## src/rtl/fetch_unit_if.sv

```systemverilog
// fetch_unit_if: control, ROM and IF/ID bundle between the fetch stage and its neighbours.
// Latency: none (wiring only).
// Backpressure: Stall/Flush and the redirect requests travel on this bundle.
interface fetch_unit_if #(
    parameter int DATA_WIDTH = 32
);
    logic                  Stall;
    logic                  Flush;
    logic                  BranchTaken;
    logic [DATA_WIDTH-1:0] BranchTarget;
    logic                  Jump;
    logic [25:0]           JumpTarget;
    logic                  JumpReg;
    logic [DATA_WIDTH-1:0] RegTarget;
    logic [DATA_WIDTH-1:0] Instruction;
    logic [DATA_WIDTH-1:0] PCAddress;
    logic [DATA_WIDTH-1:0] IF_ID_Instruction;
    logic [DATA_WIDTH-1:0] IF_ID_PCPlus4;
    logic                  IF_ID_Valid;
    logic [DATA_WIDTH-1:0] FetchCount;
    logic                  MisalignedFault;

    modport master (
        output Stall, Flush, BranchTaken, BranchTarget, Jump, JumpTarget,
               JumpReg, RegTarget, Instruction,
        input  PCAddress, IF_ID_Instruction, IF_ID_PCPlus4, IF_ID_Valid,
               FetchCount, MisalignedFault
    );

    modport slave (
        input  Stall, Flush, BranchTaken, BranchTarget, Jump, JumpTarget,
               JumpReg, RegTarget, Instruction,
        output PCAddress, IF_ID_Instruction, IF_ID_PCPlus4, IF_ID_Valid,
               FetchCount, MisalignedFault
    );
endinterface

```

## src/rtl/fetch_unit.sv

```systemverilog
// fetch_unit: holds the PC, addresses the instruction ROM and registers the word into IF/ID.
// Latency: one edge from PC to IF_ID_*; any redirect costs one bubble on IF_ID_Valid.
// Backpressure: Stall holds PC and IF/ID, redirects still load PC; FETCH_ALIGN_CHECK_EN word-aligns jr targets and raises MisalignedFault.
module fetch_unit #(
    parameter int                    DATA_WIDTH = 32,
    parameter logic [DATA_WIDTH-1:0] RESET_PC   = DATA_WIDTH'(32'h0040_0000)
) (
    input  logic        clk,
    input  logic        reset,
    fetch_unit_if.slave fif
);
    typedef enum logic {ST_RESET, ST_RUN} state_t;
    typedef enum logic [1:0] {ACT_SEQ, ACT_HOLD, ACT_REDIRECT} action_t;

    state_t                state;
    state_t                state_nxt;
    action_t               action;
    logic                  redirect;
    logic                  squash;
    logic [DATA_WIDTH-1:0] pc;
    logic [DATA_WIDTH-1:0] pc_nxt;
    logic [DATA_WIDTH-1:0] pc_plus4;
    logic [DATA_WIDTH-1:0] jump_pc;
    logic [DATA_WIDTH-1:0] reg_pc;
    logic [DATA_WIDTH-1:0] ifid_ins;
    logic [DATA_WIDTH-1:0] ifid_p4;
    logic                  ifid_vld;
    logic [DATA_WIDTH-1:0] fetch_cnt;
    logic                  fault;

    always_ff @(posedge clk or posedge reset) begin
        if (reset) begin
            state <= ST_RESET;
        end else begin
            state <= state_nxt;
        end
    end

    // Pseudo-direct jumps take their region bits from the instruction that carried them.
    assign jump_pc  = {ifid_p4[DATA_WIDTH-1 -: 4], fif.JumpTarget, 2'b00};
    assign pc_plus4 = pc + DATA_WIDTH'(4);
    assign redirect = fif.JumpReg | fif.BranchTaken | fif.Jump;
    assign squash   = redirect | fif.Flush;

    always_comb begin
        state_nxt = ST_RUN;
        action    = ACT_SEQ;
        pc_nxt    = pc_plus4;
        unique case (state)
            ST_RESET: state_nxt = ST_RUN;
            ST_RUN:   state_nxt = ST_RUN;
            default:  state_nxt = ST_RUN;
        endcase
        if (redirect) begin
            action = ACT_REDIRECT;
            if (fif.JumpReg) begin
                pc_nxt = reg_pc;
            end else if (fif.BranchTaken) begin
                pc_nxt = fif.BranchTarget;
            end else begin
                pc_nxt = jump_pc;
            end
        end else if (fif.Stall) begin
            action = ACT_HOLD;
            pc_nxt = pc;
        end
    end

    always_ff @(posedge clk or posedge reset) begin
        if (reset) begin
            pc        <= RESET_PC;
            ifid_ins  <= '0;
            ifid_p4   <= '0;
            ifid_vld  <= 1'b0;
            fetch_cnt <= '0;
        end else begin
            pc <= pc_nxt;
            if (squash) begin
                ifid_ins <= '0;
                ifid_p4  <= '0;
                ifid_vld <= 1'b0;
            end else if (action == ACT_SEQ) begin
                ifid_ins  <= fif.Instruction;
                ifid_p4   <= pc_plus4;
                ifid_vld  <= 1'b1;
                fetch_cnt <= fetch_cnt + DATA_WIDTH'(1);
            end
        end
    end

`ifdef FETCH_ALIGN_CHECK_EN
    assign reg_pc = {fif.RegTarget[DATA_WIDTH-1:2], 2'b00};

    always_ff @(posedge clk or posedge reset) begin
        if (reset) begin
            fault <= 1'b0;
        end else if (fif.JumpReg && (fif.RegTarget[1:0] != 2'b00)) begin
            fault <= 1'b1;
        end
    end
`else
    assign reg_pc = fif.RegTarget;
    assign fault  = 1'b0;
`endif

    assign fif.PCAddress         = pc;
    assign fif.IF_ID_Instruction = ifid_ins;
    assign fif.IF_ID_PCPlus4     = ifid_p4;
    assign fif.IF_ID_Valid       = ifid_vld;
    assign fif.FetchCount        = fetch_cnt;
    assign fif.MisalignedFault   = fault;
endmodule

```

## src/flat_wrapper.sv

```systemverilog
// flat-port wrapper written by rule: the top's interface ports become plain ports
module fetch_unit_flat 
#(
    parameter int                    DATA_WIDTH = 32,
    parameter logic [DATA_WIDTH-1:0] RESET_PC   = DATA_WIDTH'(32'h0040_0000)
)
  (clk, reset, fif_Stall, fif_Flush, fif_BranchTaken, fif_BranchTarget, fif_Jump, fif_JumpTarget, fif_JumpReg, fif_RegTarget, fif_Instruction, fif_PCAddress, fif_IF_ID_Instruction, fif_IF_ID_PCPlus4, fif_IF_ID_Valid, fif_FetchCount, fif_MisalignedFault);
  fetch_unit_if #(.DATA_WIDTH(DATA_WIDTH)) fif_i ();
  input  logic clk;
  input  logic reset;
  input wire logic [$bits(fif_i.Stall)-1:0] fif_Stall;
  input wire logic [$bits(fif_i.Flush)-1:0] fif_Flush;
  input wire logic [$bits(fif_i.BranchTaken)-1:0] fif_BranchTaken;
  input wire logic [$bits(fif_i.BranchTarget)-1:0] fif_BranchTarget;
  input wire logic [$bits(fif_i.Jump)-1:0] fif_Jump;
  input wire logic [$bits(fif_i.JumpTarget)-1:0] fif_JumpTarget;
  input wire logic [$bits(fif_i.JumpReg)-1:0] fif_JumpReg;
  input wire logic [$bits(fif_i.RegTarget)-1:0] fif_RegTarget;
  input wire logic [$bits(fif_i.Instruction)-1:0] fif_Instruction;
  output wire logic [$bits(fif_i.PCAddress)-1:0] fif_PCAddress;
  output wire logic [$bits(fif_i.IF_ID_Instruction)-1:0] fif_IF_ID_Instruction;
  output wire logic [$bits(fif_i.IF_ID_PCPlus4)-1:0] fif_IF_ID_PCPlus4;
  output wire logic [$bits(fif_i.IF_ID_Valid)-1:0] fif_IF_ID_Valid;
  output wire logic [$bits(fif_i.FetchCount)-1:0] fif_FetchCount;
  output wire logic [$bits(fif_i.MisalignedFault)-1:0] fif_MisalignedFault;
  assign fif_i.Stall = fif_Stall;
  assign fif_i.Flush = fif_Flush;
  assign fif_i.BranchTaken = fif_BranchTaken;
  assign fif_i.BranchTarget = fif_BranchTarget;
  assign fif_i.Jump = fif_Jump;
  assign fif_i.JumpTarget = fif_JumpTarget;
  assign fif_i.JumpReg = fif_JumpReg;
  assign fif_i.RegTarget = fif_RegTarget;
  assign fif_i.Instruction = fif_Instruction;
  assign fif_PCAddress = fif_i.PCAddress;
  assign fif_IF_ID_Instruction = fif_i.IF_ID_Instruction;
  assign fif_IF_ID_PCPlus4 = fif_i.IF_ID_PCPlus4;
  assign fif_IF_ID_Valid = fif_i.IF_ID_Valid;
  assign fif_FetchCount = fif_i.FetchCount;
  assign fif_MisalignedFault = fif_i.MisalignedFault;
  fetch_unit #(.DATA_WIDTH(DATA_WIDTH), .RESET_PC(RESET_PC)) u_core (.clk(clk), .reset(reset), .fif(fif_i));
endmodule
```

## config.mk

```make
export PLATFORM = sky130hd
export DESIGN_NAME = fetch_unit_flat
export DESIGN_NICKNAME = d
export VERILOG_FILES = /design/src/rtl/fetch_unit_if.sv /design/src/rtl/fetch_unit.sv /design/src/flat_wrapper.sv
export SDC_FILE = /design/constraint.sdc
export NUM_CORES = 1
export LEC_CHECK = 0
export ABC_AREA = 1
export CAP_MARGIN = 20
export CORE_ASPECT_RATIO = 0.5
export CORE_MARGIN = 8
export CORE_UTILIZATION = 30
export CTS_BUF_LIST = sky130_fd_sc_hd__clkbuf_16
export DETAILED_ROUTE_END_ITERATION = 10
export GPL_TIMING_DRIVEN = 0
export HOLD_SLACK_MARGIN = 0.05
export PLACE_DENSITY = 0.66
export SLEW_MARGIN = 10
export SYNTH_ARGS = -nofsm -noshare
export SYNTH_HDL_FRONTEND = slang
export SYNTH_SLANG_ARGS = --single-unit
```

## constraint.sdc

```tcl
create_clock -name clk -period 6.4 [get_ports clk]
set_clock_uncertainty 0.2 [all_clocks]
set_input_delay 1.28 -clock clk [delete_from_list [all_inputs] [get_ports clk]]
set_output_delay 1.28 -clock clk [all_outputs]
set_load 0.03 [all_outputs]
```

# Word-level counts from Yosys, hierarchy flattened
# Index checks and enable logic that the tools add are counted.
dict set report totals {
  regBits 129
  out_inout_bits 130
  elab_cells 27
}
dict set report classes {
  addsub 2
  n_eq_ne 1
  n_mux 12
  bitwise_logic 4
  n_reduce_logical 3
}
# operator count
set ops {}
lappend ops {{$mux 32} 8}
lappend ops {{$add 32x1->32 const B} 1}
lappend ops {{$add 32x3->32 const B} 1}
lappend ops {{$mux 1} 3}
lappend ops {{$or 1x1->1} 3}
lappend ops {{$logic_not 2->1} 1}
lappend ops {{$mux 2} 1}
lappend ops {{$ne 2x1->1 const B} 1}
lappend ops {{$reduce_and 2->1} 1}
lappend ops {{$reduce_bool 2->1} 1}
lappend ops {{$not 1->1} 1}

# Depth between registers and ports, before layout
# Gate-level depths: netlist of the first run.
dict set report logic_depth {
  ltp_word 6
  depth_mapped 10
}

# Worst setup path before layout of the first run
# No wires, ideal clock.
dict set report synth_path {
  path_type {input-to-reg}
  start {input fif_Stall}
  end {register u_core.fetch_cnt[9] (netlist: u_core.fif.FetchCount[9])}
  setup_ps 133
  arrival_time_ps 2099
  required_ps 6067
  slack_ps 3967
  path_stages 6
  path_buffers 1
  path_cell_list {inv_1 nand4_4 nor2_2 buf_4 nand3_1 xnor2_1}
}
dict set report synth_via {
  elab_chain_cells 4
}
# element line_no
set synth_rtl {}
lappend synth_rtl {{from (decl)} flat_wrapper.sv:11} ;# input wire logic [$bits(fif_i.Stall)-1:0] fif_Stall;
lappend synth_rtl {{$mux 1} fetch_unit.sv:63} ;# end else if (fif.Stall) begin
lappend synth_rtl {{$mux 2} fetch_unit.sv:54} ;# if (redirect) begin
lappend synth_rtl {{$logic_not 2->1} fetch_unit.sv:82} ;# end else if (action == ACT_SEQ) begin
lappend synth_rtl {{$reduce_and 2->1 (no line)} -}
lappend synth_rtl {{to (signal assigned)} fetch_unit.sv:86} ;# fetch_cnt <= fetch_cnt + DATA_WIDTH'(1);
lappend synth_rtl {{to (decl)} fetch_unit.sv:28} ;# logic [DATA_WIDTH-1:0] fetch_cnt;
# Every way passes these cells.
# A chain may end at the register's enable or synchronous reset.

# Worst setup path after layout of the first run
dict set report layout_path {
  start {register u_core.pc[22] (netlist: u_core.fif.PCAddress[22])}
  end {output fif_PCAddress[22]}
}
# element line_no
set layout_rtl {}
lappend layout_rtl {{from (decl)} fetch_unit.sv:20} ;# logic [DATA_WIDTH-1:0] pc;
lappend layout_rtl {{from (signal assigned)} fetch_unit.sv:77} ;# pc <= pc_nxt;
lappend layout_rtl {{to (decl)} flat_wrapper.sv:20} ;# output wire logic [$bits(fif_i.PCAddress)-1:0] fif_PCAddress;
# No word-level cell between the ends.

==> results.sh, run 1 <==
export IMPL_status="complete, no violations"
export IMPL_numCtsBuffers=17
export IMPL_max_cap_viol_count=0
export IMPL_met1_usage=0.211
export IMPL_syn_area_um2=6820
export IMPL_start_util=0.302
export IMPL_dp_cells=1416
export IMPL_worst_path_dominant_cell_family="buffers and inverters"
export IMPL_crit_path_start_kind="register"
export IMPL_cts_root_buf="clkbuf_16"
export IMPL_core_um2=22500
export IMPL_nFillCells=2206
export IMPL_final_instance_count_excl_fill=1448
export IMPL_whs_ns=0.276
export IMPL_worstPathRequired_ns=4.92
export IMPL_grt_pass1_wl_um=39000
export IMPL_cts_resized=0
export IMPL_syn_to_final_growth_pct=52.7
export IMPL_p_total_mw=2.34
export IMPL_die_h_um=123
export IMPL_via_per_inst=4.72
export IMPL_rows=39
export IMPL_slew_viol_final=0
export IMPL_grtUsageMet2=0.318
export IMPL_path_cells="clkdlybuf4s50_1"
export IMPL_min_period_ns=3.19
export IMPL_ctsHoldBuffers=0
export IMPL_setup_violations=0
export IMPL_use_met3=0.0369
export IMPL_grt_start_max_net_pins=88
export IMPL_leakage_nw=4.67
export IMPL_nNetsFinal=1259
export IMPL_cts_tree="built"
export IMPL_vias=6831
export IMPL_post_cts_buffers=0
export IMPL_finalCritPeriodShare=0.499
export IMPL_first_iter_violations=385
export IMPL_track_usage=0.175
export IMPL_tightestPinTransition_ns=0.674
export IMPL_antenna_found_initial=0
export IMPL_drt_total_wl_um=25200
export IMPL_gp_congestion=0.909
export IMPL_ir_worst_vdd_mv=0.179
export IMPL_fmax_mhz=313
export IMPL_endpoint_kind="output pin"
export IMPL_clock_latency_ns=0.43
export IMPL_synth_cell_types=37
export IMPL_grt_busiest_layer="met2"
export IMPL_syn_num_nets=982
export IMPL_wl_per_cell_um=17.4
export IMPL_slowest_delay_ns=0.71
export IMPL_grt_ovfl_total=0
export IMPL_critPathArrivalTime_ns=1.71
export IMPL_drc=0
export IMPL_die_area_um2=28100
export IMPL_slowest_stage="clkdlybuf4s50_1"
export IMPL_die_w_um=229
export IMPL_ys_warn_count=0
export IMPL_n_antenna_cell=0
export IMPL_hold_viol=0
export IMPL_post_route_util=0.462
export IMPL_layout_common_cells="nand2_1, clkdlybuf4s50_1, dfrtp_1, nor2_1, inv_1"
export IMPL_critPathBufInv=1
export IMPL_cts_clk_slew_worst_paths_ns=0.06
export IMPL_min_path_type="reg2reg"
export IMPL_cts_max_level=4
export IMPL_final_layout_size_suffix_gt1_frac=0.0710
export IMPL_cp_max_fo=6
export IMPL_syn_instance_count=851
export IMPL_final_common_cell="nand2_1"
export IMPL_yosysSeqAreaShare=0.474
export IMPL_slew_limit_headroom=0.550
export IMPL_ant_nets=0
export IMPL_io_pins=259
export IMPL_worstSetupPathType="reg2out"
export IMPL_grt_setup_unrepaired="false"
export IMPL_portBuffers=257
export IMPL_clkSinkCount=129
export IMPL_first_global_vias=7025
export IMPL_powerDensity_nw_per_um2=225
export IMPL_synth_seq_cells=129
export IMPL_dpl_hpwl_um=19400
export IMPL_firstDrtPassIters=7
export IMPL_clk_path_buf_depth=2
export IMPL_avgSynthCellArea_um2=8.01
metal layers:
layer  vias up  wire length (um)
met4         0               376
li1       3352                 -
met1      3283             10700
met3        30               966
met5         -                 0
met2       166             13100
cells in the mapped netlist:
| library cell | instances | share of area |
|---|---|---|
| dfstp_2 | 1 | 0.0039 |
| nand4_1 | 17 | 0.016 |
| nor2_4 | 5 | 0.0083 |
| nand3_2 | 2 | 0.0029 |
| a21oi_1 | 21 | 0.015 |
| o21ai_0 | 33 | 0.024 |
| xor2_1 | 20 | 0.026 |
| nand2_2 | 4 | 0.0037 |
| ha_1 | 2 | 0.0037 |
| nor3_2 | 3 | 0.0044 |
| nand3_1 | 32 | 0.023 |
| nor2_8 | 1 | 0.0029 |
| inv_2 | 5 | 0.0028 |
| nor3b_2 | 1 | 0.0018 |
| nor3_1 | 1 | 0.00073 |
| dfrtp_1 | 128 | 0.47 |
| a22oi_1 | 2 | 0.0022 |
| buf_1 | 3 | 0.0017 |
| buf_2 | 11 | 0.0081 |
| nor2_1 | 80 | 0.044 |
| and2_1 | 5 | 0.0046 |
| inv_1 | 61 | 0.034 |
| nor2_2 | 5 | 0.0046 |
| nand2_1 | 288 | 0.16 |
| o221ai_1 | 2 | 0.0026 |
| a22o_1 | 37 | 0.048 |
| nand4_4 | 1 | 0.0031 |
| conb_1 | 1 | 0.00055 |
| clkbuf_1 | 9 | 0.0050 |
| o21ai_1 | 4 | 0.0029 |
| o22ai_1 | 30 | 0.028 |
| o211ai_1 | 7 | 0.0077 |
| buf_4 | 6 | 0.0066 |
| nand3b_1 | 7 | 0.0077 |
| buf_6 | 6 | 0.0099 |
| xnor2_1 | 9 | 0.012 |
| clkinv_1 | 1 | 0.00055 |
worst register-to-register path, stage by stage, from the launching register on:
cell and delay [ns]:
dfrtp_1 0.47, ha_1 0.33, nand2_1 0.10, nor2_1 0.12, nand2_1 0.12, nor2_2 0.30
nand3_1 0.16, nand3_1 0.13, nand2_1 0.08
per-stage QoR:
stage | setup slack, ns | instance area [um^2] | setup TNS [ns]
after detailed placement | 2.87 | 9810 | 0
after CTS | 3.19 | 10400 | 0
final | 3.21 | 10400 | 0
after global routing | 3.15 | 10400 | 0
after floorplan | 1.48 | 6820 | 0
after global placement | -0.560 | 9770 | -70.06
logic make-up (layout without fill, tap and decap cells):
| logic type | after synthesis | count (layout) | synth area share |
|---|---|---|---|
| AOI/OAI and AO/OA | 136 | 136 | 0.130 |
| xor gates and xnor gates | 29 | 29 | 0.0373 |
| adders and majority gates | 2 | 2 | 0.00367 |
| buffers and inverters | 102 | 392 | 0.0681 |
| DFF | 129 | 129 | 0.474 |
| other | 1 | 1 | 0.000550 |
| and+or+nand+nor | 452 | 452 | 0.287 |
final cells by class:
cell class              count  area, um^2  area share
well taps                 307         384      0.0369
multi-input cells         620        3120       0.300
flip-flops and latches    129        3230       0.310
clock buffers              17         425      0.0409
clock inverters            15         176      0.0170
repair buffers            258        2600       0.250
plain buffers              35         213      0.0204
inverters                  67         256      0.0246
where the power goes:
part | switching, mW | internal (mW) | leakage, nW
Clock | 0.377 | 0.642 | 0.307
Combinational | 0.231 | 0.191 | 2.68
Sequential | 0.0505 | 0.853 | 1.69
flip-flops by register name, summed over array words and instances (netlist names):
signal                        cells
u_core.fif.PCAddress             32
u_core.fif.IF_ID_Instruction     32
u_core.fif.IF_ID_Valid            1
u_core.fif.IF_ID_PCPlus4         32
u_core.fif.FetchCount            32
final timing paths:
check	start	to	slack [ns]	cells after the start
max reg2reg	u_core.fif.PCAddress[2]	u_core.fif.IF_ID_PCPlus4[22]	4.28	8
max	u_core.fif.PCAddress[22]	fif_PCAddress[22]	3.21	1
min	u_core.fif.IF_ID_Valid	u_core.fif.IF_ID_Valid	0.28	2
min reg2reg	u_core.fif.IF_ID_Valid	u_core.fif.IF_ID_Valid	0.28	2
max in group asynchronous	reset	u_core.fif.PCAddress[22]	4.17	3
min in group asynchronous	reset	u_core.fif.IF_ID_Instruction[11]	1.04	2
No activity file was read; power rests on OpenSTA's default activity.
==> run 2: changes to the inputs <==
--- a/config.mk
+++ b/config.mk
@@ -14,7 +14,7 @@
 export DETAILED_ROUTE_END_ITERATION = 10
 export GPL_TIMING_DRIVEN = 0
 export HOLD_SLACK_MARGIN = 0.05
-export PLACE_DENSITY = 0.66
+export PLACE_DENSITY = 0.68
 export SLEW_MARGIN = 10
 export SYNTH_ARGS = -nofsm -noshare
 export SYNTH_HDL_FRONTEND = slang
==> constraint.sdc (replaced) <==
create_clock -name clk -period 2.7 [get_ports clk]
set_clock_uncertainty 0.2 [all_clocks]
set_input_delay 0.54 -clock clk [delete_from_list [all_inputs] [get_ports clk]]
set_output_delay 0.54 -clock clk [all_outputs]
set_load 0.03 [all_outputs]
==> run 2 against run 1 <==
Compared with the run above:
- die area unchanged
- highest routed layer unchanged
- final cell count up 0.21%
- critical path type unchanged
- power up 130%
==> results.sh, run 2 (synthesis results as in run 1) <==
export IMPL_status="complete, no violations"
export IMPL_slowest_stage="clkdlybuf4s50_1"
export IMPL_n_antenna_cell=0
export IMPL_final_instance_count_excl_fill=1451
export IMPL_ir_worst_vdd_mv=0.337
export IMPL_grt_pass1_wl_um=39600
export IMPL_vias=6926
export IMPL_clkSinkCount=129
export IMPL_numCtsBuffers=17
export IMPL_worst_path_dominant_cell_family="buffers and inverters"
export IMPL_cts_clk_slew_worst_paths_ns=0.06
export IMPL_first_iter_violations=447
export IMPL_dpl_hpwl_um=19800
export IMPL_cp_max_fo=6
export IMPL_grt_setup_unrepaired="false"
export IMPL_die_h_um=123
export IMPL_cts_root_buf="clkbuf_16"
export IMPL_whs_ns=0.278
export IMPL_io_pins=259
export IMPL_clk_path_buf_depth=2
export IMPL_track_usage=0.175
export IMPL_r2r_start="u_core.fif.PCAddress[2]"
export IMPL_slew_viol_final=0
export IMPL_start_util=0.302
export IMPL_portBuffers=257
export IMPL_clock_latency_ns=0.42
export IMPL_layout_common_cells="nand2_1, clkdlybuf4s50_1, dfrtp_1, nor2_1, inv_1"
export IMPL_worstPathRequired_ns=1.96
export IMPL_via_per_inst=4.77
export IMPL_gp_congestion=0.900
export IMPL_ctsHoldBuffers=0
export IMPL_rows=39
export IMPL_dp_cells=1419
export IMPL_setup_violations=0
export IMPL_powerDensity_nw_per_um2=525
export IMPL_final_common_cell="nand2_1"
export IMPL_max_cap_viol_count=0
export IMPL_die_area_um2=28100
export IMPL_first_global_vias=7167
export IMPL_nNetsFinal=1262
export IMPL_grt_start_max_net_pins=38
export IMPL_fmax_mhz=408
export IMPL_drc=0
export IMPL_cts_max_level=4
export IMPL_wl_per_cell_um=17.3
export IMPL_hold_viol=0
export IMPL_crit_path_start_kind="register"
export IMPL_final_layout_size_suffix_gt1_frac=0.0734
export IMPL_antenna_found_initial=0
export IMPL_firstDrtPassIters=5
export IMPL_drt_total_wl_um=25100
export IMPL_min_period_ns=2.45
export IMPL_critPathArrivalTime_ns=1.71
export IMPL_startpoint="u_core.fif.PCAddress[22]"
export IMPL_post_cts_buffers=0
export IMPL_core_um2=22500
export IMPL_path_cells="clkdlybuf4s50_1"
export IMPL_ff2ff_setup_slack_ns=0.63
export IMPL_endpoint_kind="output pin"
export IMPL_die_w_um=229
export IMPL_min_path_type="in2async"
export IMPL_syn_to_final_growth_pct=53.4
export IMPL_leakage_nw=4.67
export IMPL_cts_resized=0
export IMPL_finalCritPeriodShare=0.907
export IMPL_tightestPinTransition_ns=0.713
export IMPL_worstSetupPathType="reg2out"
export IMPL_slowest_delay_ns=0.70
export IMPL_cts_tree="built"
export IMPL_slew_limit_headroom=0.525
export IMPL_grt_ovfl_total=0
export IMPL_critPathBufInv=1
export IMPL_ant_nets=0
-- run 2: cell types whose count changed in the layout (fill, tap and decap cells not counted), sizes merged --
| cell | change |
|---|---|
| buf | +3 |
| clkinv | -4 |
| bufinv | -1 |
| clkinvlp | +5 |
-- run 2: layer usage --
metal | global-route usage | wire [um]
met2 | 0.316 | 13000
met5 | 0 | 0
met4 | 0.0495 | 471
met3 | 0.0348 | 1000
met1 | 0.213 | 10600
-- run 2: layout make-up --
cell class,count,area [um^2]
clock inverter,15,169
fill,2223,12100
sequential,129,3230
inverter,67,255
clock buffer,17,425
buffer,35,213
multi-input combinational,620,3120
timing repair buffer,261,2660
tap,307,384
-- run 2: path summary, 6_finish.rpt --
check | endpoint | cells after the start
max | fif_PCAddress[22] | 1
min | u_core.fif.IF_ID_Instruction[8] | 2
max reg2reg | u_core.fif.IF_ID_PCPlus4[26] | 10
min reg2reg | u_core.fif.IF_ID_PCPlus4[17] | 2
max in group asynchronous | u_core.fif.PCAddress[22] | 4
min in group clk | u_core.fif.IF_ID_PCPlus4[17] | 2
-- run 2: stage by stage --
| step | total power, mW | util | setup TNS, ns | setup slack [ns] | area [um^2] |
|---|---|---|---|---|---|
| after detailed placement | 3.19 | 0.438 | -0.331 | -0.0940 | 9860 |
| after floorplan | 2.65 | - | 0 | 0.366 | 6820 |
| after CTS | 5.55 | 0.464 | 0 | 0.234 | 10500 |
| after global placement | 3.15 | 0.434 | -115.21 | -0.910 | 9780 |
| final | 5.50 | 0.464 | 0 | 0.250 | 10500 |
| after global routing | 5.74 | 0.464 | 0 | 0.207 | 10500 |
-- run 2: where the power goes --
part / total [mW] / internal [mW] / switching, mW / leakage (nW)
Sequential: 2.14 / 2.02 / 0.119 / 1.69
Clock: 2.34 / 1.44 / 0.898 / 0.280
Combinational: 1.01 / 0.461 / 0.553 / 2.70
